File: config.mk
export PLATFORM = sky130hd
export DESIGN_NAME = hex_entry_ctrl_flat
export DESIGN_NICKNAME = d
export VERILOG_FILES = /design/src/rtl/hex_entry_ctrl_if.sv /design/src/rtl/hex_entry_ctrl.sv /design/src/flat_wrapper.sv
export SDC_FILE = /design/constraint.sdc
export NUM_CORES = 1
export LEC_CHECK = 0
export BUFFER_PORTS_ARGS = -buffer_cell sky130_fd_sc_hd__buf_2
export CELL_PAD_IN_SITES_DETAIL_PLACEMENT = 0
export CELL_PAD_IN_SITES_GLOBAL_PLACEMENT = 1
export CORE_ASPECT_RATIO = 0.6
export CORE_MARGIN = 3
export CORE_UTILIZATION = 45
export CTS_BUF_LIST = sky130_fd_sc_hd__clkbuf_8 sky130_fd_sc_hd__clkbuf_16
export DETAILED_ROUTE_END_ITERATION = 16
export PLACE_DENSITY = 0.88
export SKIP_LAST_GASP = 1
export SLEW_MARGIN = 20
export SYNTH_ARGS = -nofsm -noshare
export SYNTH_HDL_FRONTEND = slang
export SYNTH_SLANG_ARGS = --single-unit
File: constraint.sdc
create_clock -name clk -period 4.6 [get_ports clk]
set_clock_uncertainty 0.15 [all_clocks]
set_input_delay 0.69 -clock clk [delete_from_list [all_inputs] [get_ports clk]]
set_output_delay 0.69 -clock clk [all_outputs]
set_load 0.1 [all_outputs]
File: src/rtl/hex_entry_ctrl_if.sv
// Debug write port between the hex entry controller and its target.
// The controller holds wr_req (with stable wr_addr/wr_data) until the
// target answers with wr_ack or the controller gives up.
interface hex_entry_ctrl_if;
  logic        wr_req;
  logic [15:0] wr_addr;
  logic [15:0] wr_data;
  logic        wr_ack;

  modport master (
    output wr_req,
    output wr_addr,
    output wr_data,
    input  wr_ack
  );

  modport slave (
    input  wr_req,
    input  wr_addr,
    input  wr_data,
    output wr_ack
  );
endinterface

File: src/rtl/hex_entry_ctrl.sv
// Manual debug-write sequencer. Characters from a keyboard/UART are collected
// into a 4-character ASCII buffer that feeds an external hex decoder; the
// decoded value is taken first as an address, then as data, and the pair is
// issued as one request on the debug write port, aborted after TIMEOUT cycles.
module hex_entry_ctrl #(
  parameter int TIMEOUT = 1024,
  parameter int TCNT_W  = 11
) (
  input  logic                    clk,
  input  logic                    rst_n,
  input  logic [7:0]              rx_data,
  input  logic                    rx_valid,
  output logic [31:0]             buffer,
  input  logic [15:0]             disp_num,
  output logic [2:0]              digit_cnt,
  output logic [1:0]              field,
  hex_entry_ctrl_if.master        wr,
  output logic                    done,
  output logic                    bad_char,
  output logic                    timeout,
  output logic                    overrun
);

  typedef enum logic [1:0] {
    S_ADDR  = 2'd0,
    S_DATA  = 2'd1,
    S_WRITE = 2'd2
  } state_t;

  localparam logic [31:0] ZEROS   = 32'h3030_3030;
  localparam logic [7:0]  C_BS    = 8'h08;
  localparam logic [7:0]  C_ENTER = 8'h0D;
  localparam logic [7:0]  C_ESC   = 8'h1B;

  state_t            state;
  logic [TCNT_W-1:0] tcnt;
  logic              is_hex;
  logic [7:0]        hex_char;

  // The state encoding doubles as the field indicator, so field is registered.
  assign field = state;

  // Classify the incoming character and fold lowercase hex to uppercase.
  always_comb begin
    is_hex   = 1'b0;
    hex_char = rx_data;
    if ((rx_data >= 8'h30 && rx_data <= 8'h39) ||
        (rx_data >= 8'h41 && rx_data <= 8'h46)) begin
      is_hex = 1'b1;
    end else if (rx_data >= 8'h61 && rx_data <= 8'h66) begin
      is_hex   = 1'b1;
      hex_char = rx_data - 8'h20;
    end
  end

  // Entry state machine: character editing, field sequencing and write handshake.
  always_ff @(posedge clk or negedge rst_n) begin
    if (!rst_n) begin
      state      <= S_ADDR;
      buffer     <= ZEROS;
      digit_cnt  <= 3'd0;
      wr.wr_req  <= 1'b0;
      wr.wr_addr <= 16'h0000;
      wr.wr_data <= 16'h0000;
      done       <= 1'b0;
      bad_char   <= 1'b0;
      timeout    <= 1'b0;
      overrun    <= 1'b0;
      tcnt       <= '0;
    end else begin
      done     <= 1'b0;
      bad_char <= 1'b0;
      timeout  <= 1'b0;
      case (state)
        S_ADDR, S_DATA: begin
          if (rx_valid) begin
            if (is_hex) begin
              if (digit_cnt < 3'd4) begin
                buffer    <= {buffer[23:0], hex_char};
                digit_cnt <= digit_cnt + 3'd1;
              end else begin
                bad_char <= 1'b1;
              end
            end else if (rx_data == C_BS) begin
              if (digit_cnt != 3'd0) begin
                buffer    <= {8'h30, buffer[31:8]};
                digit_cnt <= digit_cnt - 3'd1;
              end
            end else if (rx_data == C_ENTER) begin
              if (digit_cnt == 3'd4) begin
                if (state == S_ADDR) begin
                  wr.wr_addr <= disp_num;
                  buffer     <= ZEROS;
                  digit_cnt  <= 3'd0;
                  state      <= S_DATA;
                end else begin
                  wr.wr_data <= disp_num;
                  wr.wr_req  <= 1'b1;
                  tcnt       <= '0;
                  state      <= S_WRITE;
                end
              end else begin
                bad_char <= 1'b1;
              end
            end else if (rx_data == C_ESC) begin
              buffer    <= ZEROS;
              digit_cnt <= 3'd0;
              overrun   <= 1'b0;
              state     <= S_ADDR;
            end else begin
              bad_char <= 1'b1;
            end
          end
        end
        S_WRITE: begin
          if (rx_valid) begin
            overrun <= 1'b1;
          end
          if (wr.wr_ack) begin
            wr.wr_req <= 1'b0;
            done      <= 1'b1;
            buffer    <= ZEROS;
            digit_cnt <= 3'd0;
            state     <= S_ADDR;
          end else if (tcnt == TCNT_W'(TIMEOUT - 1)) begin
            wr.wr_req <= 1'b0;
            timeout   <= 1'b1;
            buffer    <= ZEROS;
            digit_cnt <= 3'd0;
            state     <= S_ADDR;
          end else begin
            tcnt <= tcnt + TCNT_W'(1);
          end
        end
        default: begin
          state <= S_ADDR;
        end
      endcase
    end
  end

endmodule
File: src/flat_wrapper.sv
// flat-port wrapper written by rule: the top's interface ports become plain ports
module hex_entry_ctrl_flat 
#(
  parameter int TIMEOUT = 1024,
  parameter int TCNT_W  = 11
)
  (clk, rst_n, rx_data, rx_valid, buffer, disp_num, digit_cnt, field, done, bad_char, timeout, overrun, wr_wr_req, wr_wr_addr, wr_wr_data, wr_wr_ack);
  hex_entry_ctrl_if wr_i ();
  input  logic clk;
  input  logic rst_n;
  input  logic [7:0] rx_data;
  input  logic rx_valid;
  output logic [31:0] buffer;
  input  logic [15:0] disp_num;
  output logic [2:0] digit_cnt;
  output logic [1:0] field;
  output logic done;
  output logic bad_char;
  output logic timeout;
  output logic overrun;
  output wire logic [$bits(wr_i.wr_req)-1:0] wr_wr_req;
  output wire logic [$bits(wr_i.wr_addr)-1:0] wr_wr_addr;
  output wire logic [$bits(wr_i.wr_data)-1:0] wr_wr_data;
  input wire logic [$bits(wr_i.wr_ack)-1:0] wr_wr_ack;
  assign wr_wr_req = wr_i.wr_req;
  assign wr_wr_addr = wr_i.wr_addr;
  assign wr_wr_data = wr_i.wr_data;
  assign wr_i.wr_ack = wr_wr_ack;
  hex_entry_ctrl #(.TIMEOUT(TIMEOUT), .TCNT_W(TCNT_W)) u_core (.clk(clk), .rst_n(rst_n), .rx_data(rx_data), .rx_valid(rx_valid), .buffer(buffer), .disp_num(disp_num), .digit_cnt(digit_cnt), .field(field), .wr(wr_i), .done(done), .bad_char(bad_char), .timeout(timeout), .overrun(overrun));
endmodule
== Yosys cells after proc, flatten, opt, wreduce, memory -nomap -nowiden ==
Cells that the tools add are included.

* Register bits: 85
* Output and inout bits: 74
* Bits of input ports: 28
* Logic and storage cells: 142

* Multiplexer cells: 76
* $lt $le $gt $ge: 7
* Eq/ne operators: 26
* Reductions and logical operators: 15
* Bitwise operators: 3
* Add/subtract/negate cells: 4

{| class="wikitable"
|+ Operators with widths
! operator !! number
|-
| $mux 32 || 11
|-
| $mux 11 || 8
|-
| $pmux 32 s2 || 1
|-
| $mux 3 || 11
|-
| $mux 1 || 29
|-
| $pmux 11 s2 || 1
|-
| $reduce_and 7->1 || 3
|-
| $mux 2 || 9
|-
| $eq 8x4->1 const B || 2
|-
| $ge 8x7->1 const B || 2
|-
| $le 8x7->1 const B || 2
|-
| $mux 8 || 2
|-
| $ne 2x2->1 const B || 8
|-
| $reduce_and 8->1 || 2
|-
| $add 11x1->11 const B || 1
|-
| $eq 11x10->1 const B || 1
|-
| $ne 5x3->1 const B || 2
|-
| $reduce_and 9->1 || 1
|-
| $eq 8x5->1 const B || 1
|-
| $ge 8x6->1 const B || 1
|-
| $le 8x6->1 const B || 1
|-
| $sub 8x6->8 const B || 1
|-
| $ne 2x1->1 const B || 3
|-
| $ne 3x3->1 const B || 2
|-
| other kinds (21) || 26
|}

== Longest topological paths before layout ==
* Depth after elaboration: 8
* Gate-level depth with buffers: 11
* Depth with buffers taken out: 9

== Worst setup path before layout ==
OpenSTA, ideal clock, no wires.

* Path kind: register -> register
* Start: register u_core.state[1] (netlist: u_core.field[1])
* End: register u_core.digit_cnt[1]
* Path buffers: 2
* Setup slack: 1.552 ns
* Stages on the path, launching flop included: 10
* Library setup time: 0.126 ns
* Arrival time: 2.773 ns
* Clock period less this slack: 3.048 ns
* Data required time: 4.324 ns
* Cells stage by stage: dfrtp_1 inv_1 ha_1 clkbuf_1 nor2_1 nor2_1 nor3_1 o211ai_4 buf_6 mux2_4

* Cells in the longest elaborated chain, start to end: 4
* Elaborated cells on any way between the ends: 14
* Those cells by class: eq/ne (9); mux (1); reduce/logical (4)

{| class="wikitable"
|+ Ends and longest elaborated chain
! item !! RTL line !! source
|-
| start, declared || hex_entry_ctrl.sv:35 || <nowiki>state_t state;</nowiki>
|-
| start signal, assigned || hex_entry_ctrl.sv:59 || <nowiki>state <= S_ADDR;</nowiki>
|-
| start signal, assigned || hex_entry_ctrl.sv:95 || <nowiki>state <= S_DATA;</nowiki>
|-
| start signal, assigned || hex_entry_ctrl.sv:100 || <nowiki>state <= S_WRITE;</nowiki>
|-
| $eq 2x1->1 / $logic_not 2->1 (equally long branches) || hex_entry_ctrl.sv:74, hex_entry_ctrl.sv:91 ||
|-
| $reduce_or 2->1 || hex_entry_ctrl.sv:74 || <nowiki>case (state)</nowiki>
|-
| $ne 5x3->1 (no source line), or another cell as far along || n/a ||
|-
| $reduce_and 8->1 (no source line) || n/a ||
|-
| end signal, assigned || hex_entry_ctrl.sv:80 || <nowiki>digit_cnt <= digit_cnt + 3'd1;</nowiki>
|-
| end signal, assigned || hex_entry_ctrl.sv:87 || <nowiki>digit_cnt <= digit_cnt - 3'd1;</nowiki>
|-
| end, declared || hex_entry_ctrl.sv:15 || <nowiki>output logic [2:0] digit_cnt,</nowiki>
|}

Several ways; a longest one is shown, not always the timed one.
A chain may end at the register's enable or synchronous reset.

== Worst setup path after layout ==
* Start: input rx_data[5]
* End: register u_core.buffer[18]

* Cells in the longest elaborated chain, start to end: 7
* Elaborated cells on any way between the ends: 26
* Those cells by class: order compare (6); eq/ne (8); mux (7); reduce/logical (5)

{| class="wikitable"
|+ Ends and longest elaborated chain
! item !! RTL line !! source
|-
| start, declared || flat_wrapper.sv:11 || <nowiki>input logic [7:0] rx_data;</nowiki>
|-
| $ge 8x7->1, or another cell as far along || hex_entry_ctrl.sv:50 || <nowiki>end else if (rx_data >= 8'h61 && rx_data <= 8'h66) begin</nowiki>
|-
| $logic_and 1x1->1 (on tied branches) || hex_entry_ctrl.sv:50, hex_entry_ctrl.sv:47, hex_entry_ctrl.sv:48 ||
|-
| $mux 1 / $logic_or 1x1->1 (equally long branches) || hex_entry_ctrl.sv:50, hex_entry_ctrl.sv:47 ||
|-
| $mux 1 || hex_entry_ctrl.sv:47 || <nowiki>if ((rx_data >= 8'h30 && rx_data <= 8'h39) ||</nowiki>
|-
| $mux 32 || hex_entry_ctrl.sv:77 || <nowiki>if (is_hex) begin</nowiki>
|-
| $mux 32 || hex_entry_ctrl.sv:76 || <nowiki>if (rx_valid) begin</nowiki>
|-
| $pmux 32 s2 || hex_entry_ctrl.sv:74 ||
|-
| end signal, assigned || hex_entry_ctrl.sv:79 || <nowiki>buffer <= {buffer[23:0], hex_char};</nowiki>
|-
| end signal, assigned || hex_entry_ctrl.sv:86 || <nowiki>buffer <= {8'h30, buffer[31:8]};</nowiki>
|-
| end, declared || hex_entry_ctrl.sv:13 || <nowiki>output logic [31:0] buffer,</nowiki>
|}

Several ways; a longest one is shown, not always the timed one. The select of a mux whose other input is x is not followed.

==> flow_summary.ini <==
[cells_and_area]
synthToLayoutAreaGrowth_pct = 20.0
drive_above_1_share_pct = 39.0
insertedDiodeCount = 0
final_common_cell = buf_2
finalNonFillerCells = 633
final_cell_mix = buf_2 (100), dfrtp_1 (77), nor2_1 (38)
fin_nets = 538
utilization_pct = 56.9

[synth]
netlist_area_um2 = 4450
synth_edf_count = 0
synthArstFlopShare_pct = 100
synth_fp_nets = 444
yosysTopAreaCell = dfrtp_1
syn_inst = 404
yosysWarnings = 0
ys_seq_elements = 85
syn_area_per_cell_um2 = 11.0
synth_top_area_share_pct = 43.3
yosys-top-cells-area = dfrtp_1 (43%), mux2_2 (9.4%), mux2_4 (6.7%)
synth_cell_type_count = 51
ys_seq_area_share_pct = 48.0
synth-main-ff-cell = dfrtp_1

[clock_tree]
htree_levels = 3
cts_made_buffers = 9
cts.sinks = 85
tritoncts = yes
ctsHoldBuffers = 0
clk_latency_ns = 0.33
clk_pin_slew_ns = 0.06
cts_root_buf = clkbuf_16
postCtsSetupBuffers = 0
clockBufferDepth = 2
post_cts_resized = 0

[setup_path]
criticalPathCategory = in -> reg
r2r_cells = 8
reg2reg_from = u_core.field[0]
rrSetupSlack_ns = 1.22
crit_path_start = rx_data[5]
crit_end = u_core.buffer[18]
cp_data_required_time_ns = 4.66
endpoint_kind = flip-flop
r2r-end = u_core.buffer[18]
worstSetupStartpointType = input port
crit_fanout = 30
cp_data_arrival_time_ns = 3.77

[place]
gp_congestion = 0.795
hpwlAfterDp_mm = 7.36
pre_cts_ws_ns = 0.586
dpl.cell_count = 617
port_buffers = 101

[detailed_routing]
post-route-drc-count = 0
via_per_inst = 5.35
wl_per_cell_um = 16.5
dr.first_iter.drc_count = 244
drt-total-wl_mm = 10.4
ant_nets = 0
vias = 3388
first_pass_iters = 4

[sta]
fmax_ghz = 0.270
min_period_ns = 3.71
hold_viol = 0
relSlewSlack_pct = 29.9
setup_viol = 0
timing.final.ws_setup_ns = 0.894
period_share_pct = 80.6
fin_setup_tns_ns = 0
rsz0062_at_grt = false
tightest_slew_ns = 1.05
slew_viol_final = 0

[global_routing]
grt_max_degree = 86
grt-ovfl-total = 0
antenna_found_initial = 0
grt_pass1_vias = 3374
grt_pass1_wl_mm = 17.7
grtUsageTotal_pct = 19.3

[worst_hold_path]
min_path_type = in -> async

[floorplanning]
rows = 27
initial_core_util_pct = 47.4
die_y_um = 83.0
fp.dieW_um = 134
io_pins = 102
dieArea_um2 = 11200
core_area_um2 = 9390

[power_and_ir_drop]
cellLeakagePower_nw = 2.81
power_density_nw_per_um2 = 357
peakVddDrop_v = 0.000187

[run_status]
status = finished clean

[flow_run]
max_cap_violations = 0
[cells in the mapped netlist, drive strengths merged, types with 2 or more instances]
cell type  number
a211oi          2
nor2           38
o31ai           5
and2            6
a21bo           2
and3            5
mux2i          12
o21ai          22
a211o           2
o211ai          3
xor2            2
inv            19
o2bb2ai         2
o22ai           3
clkbuf          9
dfstp           8
nand3          11
mux2           57
dfrtp          77
nor2b           6
ha             12
a22oi          17
buf            13
nor3            5
nand4           2
nand2b          3
or2             2
nor4            2
nand2          31
a21oi          15
[routing by layer]
| layer | vias to the layer above | wire length [um] | GRT usage, % |
|---|---|---|---|
| met5 | - | 0 | 0 |
| met4 | 0 | 65 | 4.81 |
| met3 | 6 | 487 | 3.87 |
| met2 | 80 | 4660 | 27.8 |
| met1 | 1692 | 5220 | 29.8 |
| li1 | 1610 | - | - |
[report_power, final]
part	total (W)	internal (W)	leakage (nW)	switching, W
logic	0.000351	0.0000750	1.51	0.000276
registers	0.000806	0.000781	1.15	0.0000254
clock network	0.000750	0.000462	0.156	0.000288
total	0.00191	0.00132	2.81	0.000589
[how the worst min path moves through the flow]
stage                    startpoint          endpoint  slack [ns]  depth (start not counted)
global route                  rst_n  u_core.buffer[7]        0.33                          1
detailed placement  u_core.tcnt[10]    u_core.timeout        0.29                          1
floorplan                     rst_n   u_core.bad_char        0.24                          0
global placement    u_core.tcnt[10]    u_core.timeout        0.30                          1
CTS                 u_core.tcnt[10]    u_core.timeout        0.32                          1
finish                        rst_n    u_core.overrun        0.24                          1
[state kept, by name, summed over array words and instances (netlist names)]
signal / flops
u_core.bad_char: 1
u_core.wr.wr_addr: 16
u_core.done: 1
u_core.wr.wr_req: 1
u_core.digit_cnt: 3
u_core.tcnt: 11
u_core.field: 2
u_core.buffer: 32
u_core.overrun: 1
u_core.timeout: 1
u_core.wr.wr_data: 16
[stage by stage]
step	hold WS, ns	area (um^2)	power (W)
2_1_floorplan	0.244	4450	0.00109
3_3_place_gp	0.298	5030	0.00117
3_5_place_dp	0.292	5030	0.00117
4_1_cts	0.316	5340	0.00192
5_1_grt	0.325	5340	0.00198
6_report	0.245	5340	0.00191
[area by class of cell]
cell class              count  area, um^2
well taps                 130         163
multi-input cells         278        2120
flip-flops and latches     85        2140
clock buffers              12         267
repair buffers            105         542
fillers                   825        4050
clock inverters             4        46.3
inverters                  19        71.3
[critical path, cell delays in order]
cell and delay [ns]:
buf_2 0.16, inv_1 0.10, ha_1 0.21, and4b_1 0.20, o211ai_1 0.21, o21ai_0 0.17
a21bo_4 0.36, o211ai_4 0.88, buf_4 0.39, mux2_2 0.37
[cell families (layout without fill, tap and decap cells)]
logic type               count (synthesis)  count (layout)  share of synthesized area (%)
AO/OA/AOI/OAI                           77              77                           11.9
XOR/XNOR                                 2               2                          0.394
adder cells (fa/ha/maj)                 12              12                           3.37
buffers and inverters                   41             140                           4.41
flip-flops                              85              85                           48.0
multiplexers                            69              69                           18.8
AND/OR/NAND/NOR                        118             118                           13.1
Note: power is estimated with default switching activity, not from simulation.
